==> config.mk <==
export PLATFORM = sky130hd
export DESIGN_NAME = viterbi_decoder
export DESIGN_NICKNAME = d
export VERILOG_FILES = /design/src/rtl/viterbi_decoder.sv
export SDC_FILE = /design/constraint.sdc
export NUM_CORES = 1
export LEC_CHECK = 0
export CORE_ASPECT_RATIO = 1.4
export CORE_MARGIN = 3
export CORE_UTILIZATION = 35
export CTS_CLUSTER_DIAMETER = 80
export DETAILED_ROUTE_END_ITERATION = 8
export DONT_BUFFER_PORTS = 1
export PLACE_DENSITY = 0.48
export SLEW_MARGIN = 20
export SYNTH_ARGS = -nofsm -noshare
export SYNTH_HDL_FRONTEND = slang
export SYNTH_SLANG_ARGS = --single-unit
==> constraint.sdc <==
create_clock -name clock -period 15.3 [get_ports clock]
set_clock_uncertainty 0.05 [all_clocks]
set_input_delay 1.53 -clock clock [delete_from_list [all_inputs] [get_ports clock]]
set_output_delay 1.53 -clock clock [all_outputs]
set_load 0.01 [all_outputs]
==> src/rtl/viterbi_decoder.sv <==
// Hard-decision Viterbi decoder for the rate-1/2, K=3 code (G0=111, G1=110).
// Four-state ACS with register-exchange survivors and a fixed decode depth.
module viterbi_decoder #(
  parameter int unsigned TB_DEPTH = 15,
  parameter int unsigned METRIC_W = 4
) (
  input  logic clock,
  input  logic reset,
  input  logic in_valid,
  input  logic in,
  output logic out_valid,
  output logic out
);

  localparam int unsigned CNT_W = $clog2(TB_DEPTH + 1);
  localparam logic [METRIC_W-1:0] PM_MAX  = '1;
  localparam logic [METRIC_W-1:0] PM_INIT = METRIC_W'(4);

  logic                r_phase;
  logic                r_g0;
  logic [CNT_W-1:0]    r_cnt;
  logic [METRIC_W-1:0] r_pm   [4];
  logic [TB_DEPTH-1:0] r_path [4];
  logic                r_out;
  logic                r_out_valid;

  logic [METRIC_W-1:0] w_pm_raw   [4];
  logic [METRIC_W-1:0] w_pm_new   [4];
  logic [TB_DEPTH-1:0] w_path_new [4];
  logic [METRIC_W-1:0] w_min;
  logic [1:0]          w_best;
  logic                w_last_pair;

  // Next state n = {u,a}; predecessors are {a,0} and {a,1}.
  for (genvar n = 0; n < 4; n++) begin : g_acs
    localparam int unsigned U  = n / 2;
    localparam int unsigned A  = n % 2;
    localparam logic        G1 = logic'(U ^ A);
    localparam logic        UB = logic'(U);

    logic [1:0]          w_bm0, w_bm1;
    logic [METRIC_W+1:0] w_sum0, w_sum1;
    logic [METRIC_W-1:0] w_c0, w_c1;
    logic                w_sel;
    logic [TB_DEPTH-1:0] w_prev;

    // For b=0 the expected G0 equals G1; for b=1 it is inverted.
    assign w_bm0  = {1'b0, r_g0 != G1} + {1'b0, in != G1};
    assign w_bm1  = {1'b0, r_g0 == G1} + {1'b0, in != G1};
    assign w_sum0 = {2'b00, r_pm[2*A]}     + {{METRIC_W{1'b0}}, w_bm0};
    assign w_sum1 = {2'b00, r_pm[2*A + 1]} + {{METRIC_W{1'b0}}, w_bm1};
    assign w_c0   = (w_sum0 > {2'b00, PM_MAX}) ? PM_MAX : w_sum0[METRIC_W-1:0];
    assign w_c1   = (w_sum1 > {2'b00, PM_MAX}) ? PM_MAX : w_sum1[METRIC_W-1:0];
    assign w_sel  = w_c1 < w_c0;
    assign w_prev = w_sel ? r_path[2*A + 1] : r_path[2*A];

    assign w_pm_raw[n]   = w_sel ? w_c1 : w_c0;
    assign w_pm_new[n]   = w_pm_raw[n] - w_min;
    assign w_path_new[n] = (w_prev << 1) | TB_DEPTH'(UB);
  end

  always_comb begin
    w_min  = w_pm_raw[0];
    w_best = 2'd0;
    for (int i = 1; i < 4; i++) begin
      if (w_pm_raw[i] < w_min) begin
        w_min  = w_pm_raw[i];
        w_best = 2'(i);
      end
    end
  end

  assign w_last_pair = ({1'b0, r_cnt} + 1'b1) >= (CNT_W + 1)'(TB_DEPTH);

  always_ff @(posedge clock or negedge reset) begin
    if (!reset) begin
      r_phase     <= 1'b0;
      r_g0        <= 1'b0;
      r_cnt       <= '0;
      r_pm[0]     <= '0;
      r_pm[1]     <= PM_INIT;
      r_pm[2]     <= PM_INIT;
      r_pm[3]     <= PM_INIT;
      for (int i = 0; i < 4; i++) r_path[i] <= '0;
      r_out       <= 1'b0;
      r_out_valid <= 1'b0;
    end else begin
      r_out_valid <= 1'b0;
      if (in_valid) begin
        if (!r_phase) begin
          r_g0    <= in;
          r_phase <= 1'b1;
        end else begin
          r_phase <= 1'b0;
          for (int i = 0; i < 4; i++) begin
            r_pm[i]   <= w_pm_new[i];
            r_path[i] <= w_path_new[i];
          end
          if (r_cnt != CNT_W'(TB_DEPTH)) r_cnt <= r_cnt + 1'b1;
          r_out       <= w_path_new[w_best][TB_DEPTH-1];
          r_out_valid <= w_last_pair;
        end
      end
    end
  end

  assign out       = r_out;
  assign out_valid = r_out_valid;

endmodule

After elaboration in Yosys (flattened, before gate mapping) --
Cells that the tools add are included.
Word-level totals: output and inout bits 2, word-level logic and storage cells 84, register bits 78, bits of input ports 4
Cells by class: muxes and demuxes 28, reductions and logical operators 3, equal/unequal tests 1, $add $sub $neg 18, bitwise operators 4, order comparisons 17
Operator list (number):
- $mux 4 | 15
- $mux 14 | 4
- $add 4x2->5 | 8
- $gt 5x4->1 const B | 8
- $bmux 15 s2 | 1
- $mux 15 | 2
- $lt 4x4->1 | 7
- $sub 4x4->4 | 4
- $add 1x1->2 | 4
- $add 4x1->5 const B | 1
- $ge 5x4->1 const B | 1
- $add 4x1->4 const B | 1
- $mux 1 | 4
- $mux 2 | 2
- $ne 4x4->1 const B | 1
- $reduce_and 2->1 | 2
- $ge 3x3->1 const B | 1
- $not 1->1 | 3
- $not 2->3 | 1
- $reduce_and 3->1 | 1

Longest topological paths before layout --
Gate-level depths: netlist of run 1.
depth after elaboration 17, depth in mapped cells 41, mapped depth without buffers 41

Worst setup path before layout of run 1 --
OpenSTA, ideal clock, no wires.
path type input to register, start point input in, end point register r_pm[3] in the netlist's numbering, setup time 0.133 ns, stages 39, required time 15.117 ns, setup slack 5.979 ns, buffers on the path 1, arrival time 9.138 ns, cells stage by stage inv_1 ha_1 inv_1 ha_1 ha_1 a21oi_2 nand4_1 a21o_1 ha_1 inv_1 a21oi_1 o21ai_0 o22ai_4 buf_2 mux2i_1 ha_1 a21oi_1 o21bai_1 [3 not listed] ha_1 a21oi_1 nor2_1 or3_4 o32a_1 mux2i_1 inv_1 ha_1 o21ai_0 a21oi_1 nor2_1 a41oi_4 mux2i_1 ha_1 a21o_1 a21oi_1 xnor2_1 o21ai_0
On the way: longest elaborated chain between the ends 14, elaborated cells on any way between the ends 44, classes of those cells add/sub (13); order compare (15); mux (15); bitwise (1)
Ends and longest elaborated chain:
- from (decl) | RTL line 10 | input logic in,
- $not 1->1 | RTL line 48, 49
- $add 1x1->2, on equally long branches | RTL line 49, 48
- $add 4x2->5, on equally long branches | RTL line 51, 50
- $gt 5x4->1, on equally long branches | RTL line 53, 52
- $mux 4, on equally long branches | RTL line 53, 52
- $lt 4x4->1 | RTL line 54 | assign w_sel = w_c1 < w_c0;
- $mux 4 | RTL line 57 | assign w_pm_raw[n] = w_sel ? w_c1 : w_c0;
- $lt 4x4->1 | RTL line 66 | if (w_pm_raw[i] < w_min) begin
- $mux 4 | RTL line 66
- $lt 4x4->1 | RTL line 66
- $mux 4 | RTL line 66
- $lt 4x4->1 | RTL line 66
- $mux 4 | RTL line 66
- $sub 4x4->4 * | RTL line 58 | assign w_pm_new[n] = w_pm_raw[n] - w_min;
- to (signal, indexed assignment) | RTL line 96 | r_pm[i] <= w_pm_new[i];
- to (decl) | RTL line 22 | logic [METRIC_W-1:0] r_pm [4];
Every way passes the cells marked *; elsewhere a longest branch is shown, timed or not. A chain may end at the register's enable or synchronous reset.

Final worst setup path of run 1 --
start point input in, end point register r_pm[7] in the netlist's numbering
Same word-level chain as after synthesis.

==> results of run 1 <==
[state kept, by name, indices dropped and copies added, names as in the netlist]
| name | count |
|---|---|
| r_path | 51 |
| r_pm | 16 |
| r_cnt | 4 |
| out | 1 |
| out_valid | 1 |
| r_g0 | 1 |
| r_phase | 1 |
[placed cells by master (no fill, tap or decap), drive strengths merged, types with 12 or more instances in the layout]
cell   instances
nand2         99
inv           37
ha            61
nor2          32
mux2i         63
a21oi         40
o21ai         76
xor2          12
dfrtp         72
[per-layer routing]
| metal | global-route usage, % | up-vias | wire, µm |
|---|---|---|---|
| li1 | - | 2172 | - |
| met1 | 18.8 | 2016 | 5890 |
| met2 | 27.3 | 66 | 6850 |
| met3 | 2.09 | 27 | 334 |
| met4 | 7.38 | 0 | 517 |
| met5 | 0 | - | 0 |
[per-stage QoR]
step	setup WS (ps)	hold WS, ps	cell area [µm²]
final	5190	416	6250
after global routing	4510	448	6250
after CTS	4930	420	6240
after detailed placement	4560	405	5930
after global placement	4860	400	5930
after floorplan	5980	385	5800
[path summary, 6_finish.rpt]
kind / slack, ps / startpoint / end / cells past startpoint
hold reg to reg: 420 / r_path[0] / r_path[0] / 1
min in group asynchronous: 840 / reset / r_path[9] / 0
max in group asynchronous: 14160 / reset / r_pm[10] / 0
setup reg to reg: 5870 / r_g0 / r_pm[7] / 38
setup / recovery: 5190 / in / r_pm[7] / 38
hold / removal: 420 / r_path[0] / r_path[0] / 1
[critical path, delay by kind of cell]
kind | cells | cell delay (ps)
buffers and inverters | 4 | 300
multiplexers | 4 | 1590
AND/OR/NAND/NOR | 4 | 600
XOR/XNOR | 1 | 140
AO/OA/AOI/OAI | 17 | 3800
adder cells (fa/ha/maj) | 8 | 2340
[logic make-up (layout without fill, tap and decap cells)]
logic type	Yosys count	count (layout)
muxes	68	68
xor gates and xnor gates	21	21
DFF	75	75
adders and majority gates	65	65
and+or+nand+nor	173	173
buffers and inverters	63	53
AOI/OAI and AO/OA	166	166
[layout make-up]
| type | count | area, µm² | area share [%] |
|---|---|---|---|
| clock buffer | 9 | 225 | 3.60 |
| tap | 199 | 249 | 3.98 |
| sequential | 75 | 1880 | 30.1 |
| clock inverter | 6 | 90.1 | 1.44 |
| inverter | 36 | 135 | 2.16 |
| timing repair buffer | 2 | 15.0 | 0.240 |
| multi-input combinational | 493 | 3650 | 58.5 |
==> metrics.md, run 1 <==
| Metric | Value |
|---|---|
| Post-synth ARST share | `between 90% and 100%` |
| Measured slew at the worst slew-check pin | `between 900 and 1000 ps` |
| Height of the die | `between 150 and 200 µm` |
| Relative slew slack | `about 36%` |
| Synth Cell Area | `5800 µm²` |
| Port bufs | `0` |
| Largest net degree at the start of global routing | `105` |
| Drt drc | `0` |
| # setup viols final | `0` |
| Cell with the most instances after synthesis | `nand2_1` |
| DRT Pass-1 Iters | `5` |
| Overflow after GRT | `0` |
| Synth Instances | `631` |
| Final period util | `approximately two thirds` |
| Global-route wire length before repair | `roughly 22000 µm` |
| Clock tree from TritonCTS | `built` |
| Max capacitance violation total | `0` |
| Outcome | `completed` |
| Fin crit period | `a little over 10000 ps` |
| Total length of routed wires | `~14000 µm` |
| Top post-synthesis cells by area | `dfrtp_1 (31%), ha_1 (13%), mux2i_1 (11%), o21ai_0 (6.4%), nand2_1 (6.3%)` |
| Num rows | `55` |
| Final ANT Viol Nets | `0` |
| Mapped Avg Cell Area | `9.19 µm²` |
| Crit Path Class | `in -> reg` |
| Seq cells post-synth | `75` |
| Num ports | `6` |
| CTS root buf | `clkbuf_16` |
| Core footprint | `roughly 16000 µm²` |
| Ys flop type | `dfrtp_1` |
| Post_cts resized | `0` |
| Nets | `686` |
| Final hold vios | `0` |
| Vias in the first global route | `~4300` |
| RSZ-0062 raised after global routing | `no` |
| Post-synth top area share | `roughly 31%` |
| Adder-cell share of the synthesized area | `approximately 15%` |
| CTS max path bufs | `2` |
| Crit. End Element | `register` |
| Fin cells | `820` |
| Crit start category | `input port` |
| Die ar. | `18200 µm²` |
| Synthesized Nets | `700` |
| Critical Path Most Common Cell | `ha_1` |
| Fmax | `around 99 MHz` |
| DR vias/cell | `5.22` |
| DR vias | `approximately 4300` |
| Placed Cells | `~810` |
| Critical Path RT | `about 15000 ps` |
| CP max stage cell | `mux2i_2` |
| Count of hold-fix buffers inserted at cts | `0` |
| CTS buffer count | `9` |
| Critical Path Max Stage Delay | `680 ps` |
| Initial antenna violation count | `0` |
| Global-route usage over all layers | `between 10% and 20%` |
| Starting DRT DRC Count | `about 170` |
| Layout fillers | `between 1500 and 2000` |
| Simple-Gate Fraction of Synth Area | `13.2%` |
| Distinct cells, synth | `67` |
| Initial Util | `between 30% and 40%` |
| Commonest cells in the synthesized netlist | `nand2_1 (98), o21ai_0 (74), dfrtp_1 (72)` |
| Post CTS Setup Buffer Count | `0` |
| Fraction of layout cells with a size suffix above 1 | `roughly a tenth` |
| Diode count | `0` |
| Final Wtd Congestion | `0.888` |
| Area Growth Syn to Fin | `7.70%` |
| Post-synth EDFFs | `0` |
| Post-synthesis xor/xnor area fraction | `under 10%` |
| Compound-Gate Fraction of Synth Area | `about 20%` |
| Number of max-slew violations in the final report | `0` |
| Main combinational cell family by area after synthesis | `compound AO/OA/AOI/OAI gates` |
| Die width | `roughly 110 µm` |
| CTS sink cnt | `between 70 and 80` |
| Worst EP arrival | `between 10000 and 15000 ps` |
| DR WL/cell | `between 15 and 20 µm` |
| Post-synthesis sequential area ratio | `between 30% and 40%` |
| Clock latency on the worst-skew pair | `between 300 and 400 ps` |
| Critical Path Fanout Max | `16` |
| Clock transition at the registers of the reported paths | `60 ps` |
| Top cell type by total area after synthesis | `dfrtp_1` |
| Multiplexer share of the synthesized area | `a little under an eighth` |
| Max H-tree Level | `3` |
| Layout Utilization | `38.5%` |
| Worst min path class | `reg -> reg` |
| Sum Neg Setup Slack | `0 ps` |
| Hpwl dp | `~10000 µm` |
| Ys Warns | `0` |
Power of run 1 is not shown: default switching activity piles up to over one toggle a cycle in this logic, so the estimate is an artifact.
==> inputs of run 2 (changes only) <==
--- a/config.mk
+++ b/config.mk
@@ -11,7 +11,7 @@
 export CTS_CLUSTER_DIAMETER = 80
 export DETAILED_ROUTE_END_ITERATION = 8
 export DONT_BUFFER_PORTS = 1
-export PLACE_DENSITY = 0.48
+export PLACE_DENSITY = 0.5
 export SLEW_MARGIN = 20
 export SYNTH_ARGS = -nofsm -noshare
 export SYNTH_HDL_FRONTEND = slang
==> constraint.sdc (replaced) <==
create_clock -name clock -period 8.9 [get_ports clock]
set_clock_uncertainty 0.05 [all_clocks]
set_input_delay 0.89 -clock clock [delete_from_list [all_inputs] [get_ports clock]]
set_output_delay 0.89 -clock clock [all_outputs]
set_load 0.01 [all_outputs]
==> run 2 against run 1 <==
  * Critical path depth increased by 2
  * Design area increased by 2.5%
  * Hold slack got worse by 230 ps
  * Final cell count increased by 2.2%
  * Register-to-register slack got worse by 5300 ps
  * Routed wire length increased by 2.9%
  * Sequential share of layout area decreased by 0.71 points
  * Worst setup slack got worse by 4700 ps
  * Global-route usage increased by 0.46 points
  * Flip-flop and latch count unchanged
  * Die area unchanged
  * First-iteration DRC count increased by 0.58%
  * Critical path type unchanged
  * Critical endpoint unchanged
==> metrics.md, run 2 (synthesis results as in run 1) <==
| Metric | Value |
|---|---|
| Outcome | `completed` |
| Largest net degree at the start of global routing | `between 100 and 150` |
| Area Growth Syn to Fin | `10.4%` |
| Fin area | `between 6000 and 7000 µm²` |
| Port bufs | `0` |
| Critical Path Most Common Cell | `ha_1` |
| Fraction of layout cells with a size suffix above 1 | `between 10% and 20%` |
| Num ports | `6` |
| Setup ws final | `about 530 ps` |
| Height of the die | `158 µm` |
| Placed cell area | `6010 µm²` |
| Fmax | `119 MHz` |
| Fin crit period | `around 8400 ps` |
| Most frequent cells in the layout | `nand2_1 (97), o21ai_0 (71), dfrtp_1 (71)` |
| CTS max path bufs | `2` |
| Measured slew at the worst slew-check pin | `940 ps` |
| Pre-CTS setup slack | `-77.7 ps` |
| Total length of routed wires | `14000 µm` |
| Global-route usage over all layers | `between 10% and 20%` |
| Max H-tree Level | `3` |
| CP startpoint | `in` |
| Final ANT Viol Nets | `0` |
| Critical Path Max Stage Delay | `410 ps` |
| Crit Path Class | `in -> reg` |
| Initial Util | `35.7%` |
| CP max stage cell | `o32a_1` |
| Core footprint | `16200 µm²` |
| CTS root buf | `clkbuf_16` |
| Biggest regs | `r_path: 51 flops, r_pm: 16 flops, r_cnt: 4 flops` |
| Global-route wire length before repair | `~23000 µm` |
| Initial antenna violation count | `0` |
| Crit start category | `input port` |
| Count of hold-fix buffers inserted at cts | `0` |
| # setup viols final | `0` |
| Critical Path RT | `about 9000 ps` |
| DR vias | `around 4400` |
| DR vias/cell | `5.27` |
| Crit. End Element | `register` |
| Hpwl dp | `just over 10000 µm` |
| Drt drc | `0` |
| Clock latency on the worst-skew pair | `between 300 and 400 ps` |
| Final Wtd Congestion | `about 0.92` |
| Num rows | `55` |
| Relative slew slack | `37.3%` |
| Max capacitance violation total | `0` |
| CTS sink cnt | `75` |
| DR WL/cell | `approximately 17 µm` |
| Commonest non-fill, non-tap cell in the layout | `nand2_1` |
| Nets | `703` |
| Reg2reg setup slack | `~590 ps` |
| Worst min path class | `in -> async` |
| DRT Pass-1 Iters | `6` |
| CTS buffer count | `9` |
| Worst EP arrival | `about 8500 ps` |
| Clock tree from TritonCTS | `built` |
| Vias in the first global route | `between 4000 and 5000` |
| Critical Path Fanout Max | `8` |
| Most flop-heavy register | `r_path` |
| Reg-to-Reg Start | `r_g0` |
| Die ar. | `about 18000 µm²` |
| Starting DRT DRC Count | `174` |
| Number of flip-flops in the largest register | `between 50 and 60` |
| Clock transition at the registers of the reported paths | `approximately 70 ps` |
| Final period util | `a little over nine tenths` |
| Number of max-slew violations in the final report | `0` |
| Overflow after GRT | `0` |
| Die width | `about 110 µm` |
| Diode count | `0` |
| Final hold vios | `0` |
==> run 2: repair_timing <==
item                       in CTS  in global routing
buffers inserted                0                  6
resized for setup               0                 14
setup endpoints to repair       0                 12
==> run 2: path summary, 6_finish.rpt <==
kind | to | cells past startpoint
worst max-delay path | r_pm[7] | 40
worst min-delay path | r_path[55] | 0
worst max register to register | r_pm[7] | 40
worst min register to register | r_path[0] | 1
max in group asynchronous | r_pm[10] | 0
min in group clock | r_path[0] | 1
==> run 2: cell type report <==
type                            count  area [µm²]
Timing Repair Buffer               19         146
Clock inverter                      6        73.8
Tap cell                          199         249
Inverter                           36         135
Multi-Input combinational cell    493        3690
Sequential cell                    75        1880
Fill cell                        1682        9840
Clock buffer                       10         229
==> run 2: per-layer routing <==
metal,wire length (µm),global-route usage (%),vias to the layer above
met5,0,0,-
met3,420,2.43,31
met1,5990,19.2,2101
li1,-,-,2215
met4,593,7.66,0
met2,6980,28.0,71
==> run 2: worst max-delay path: cells and delay by family <==
| family | cells | cell delay (ps) |
|---|---|---|
| AND/OR/NAND/NOR | 4 | 660 |
| buffers and inverters | 6 | 530 |
| adder cells (fa/ha/maj) | 8 | 2200 |
| XOR/XNOR | 1 | 140 |
| AO/OA/AOI/OAI | 16 | 2950 |
| multiplexers | 5 | 1110 |
==> run 2: stage by stage <==
stage / hold WS, ps / instances / util [%] / setup TNS [ps]
floorplan: 385 / 631 / - / 0
global placement: 399 / 816 / 37.0 / 0
detailed placement: 402 / 816 / 37.0 / -436
CTS: 179 / 832 / 38.9 / 0
global route: 177 / 838 / 39.4 / -77.9
finish: 188 / 838 / 39.4 / 0
Power of run 2 is left out for the same reason.
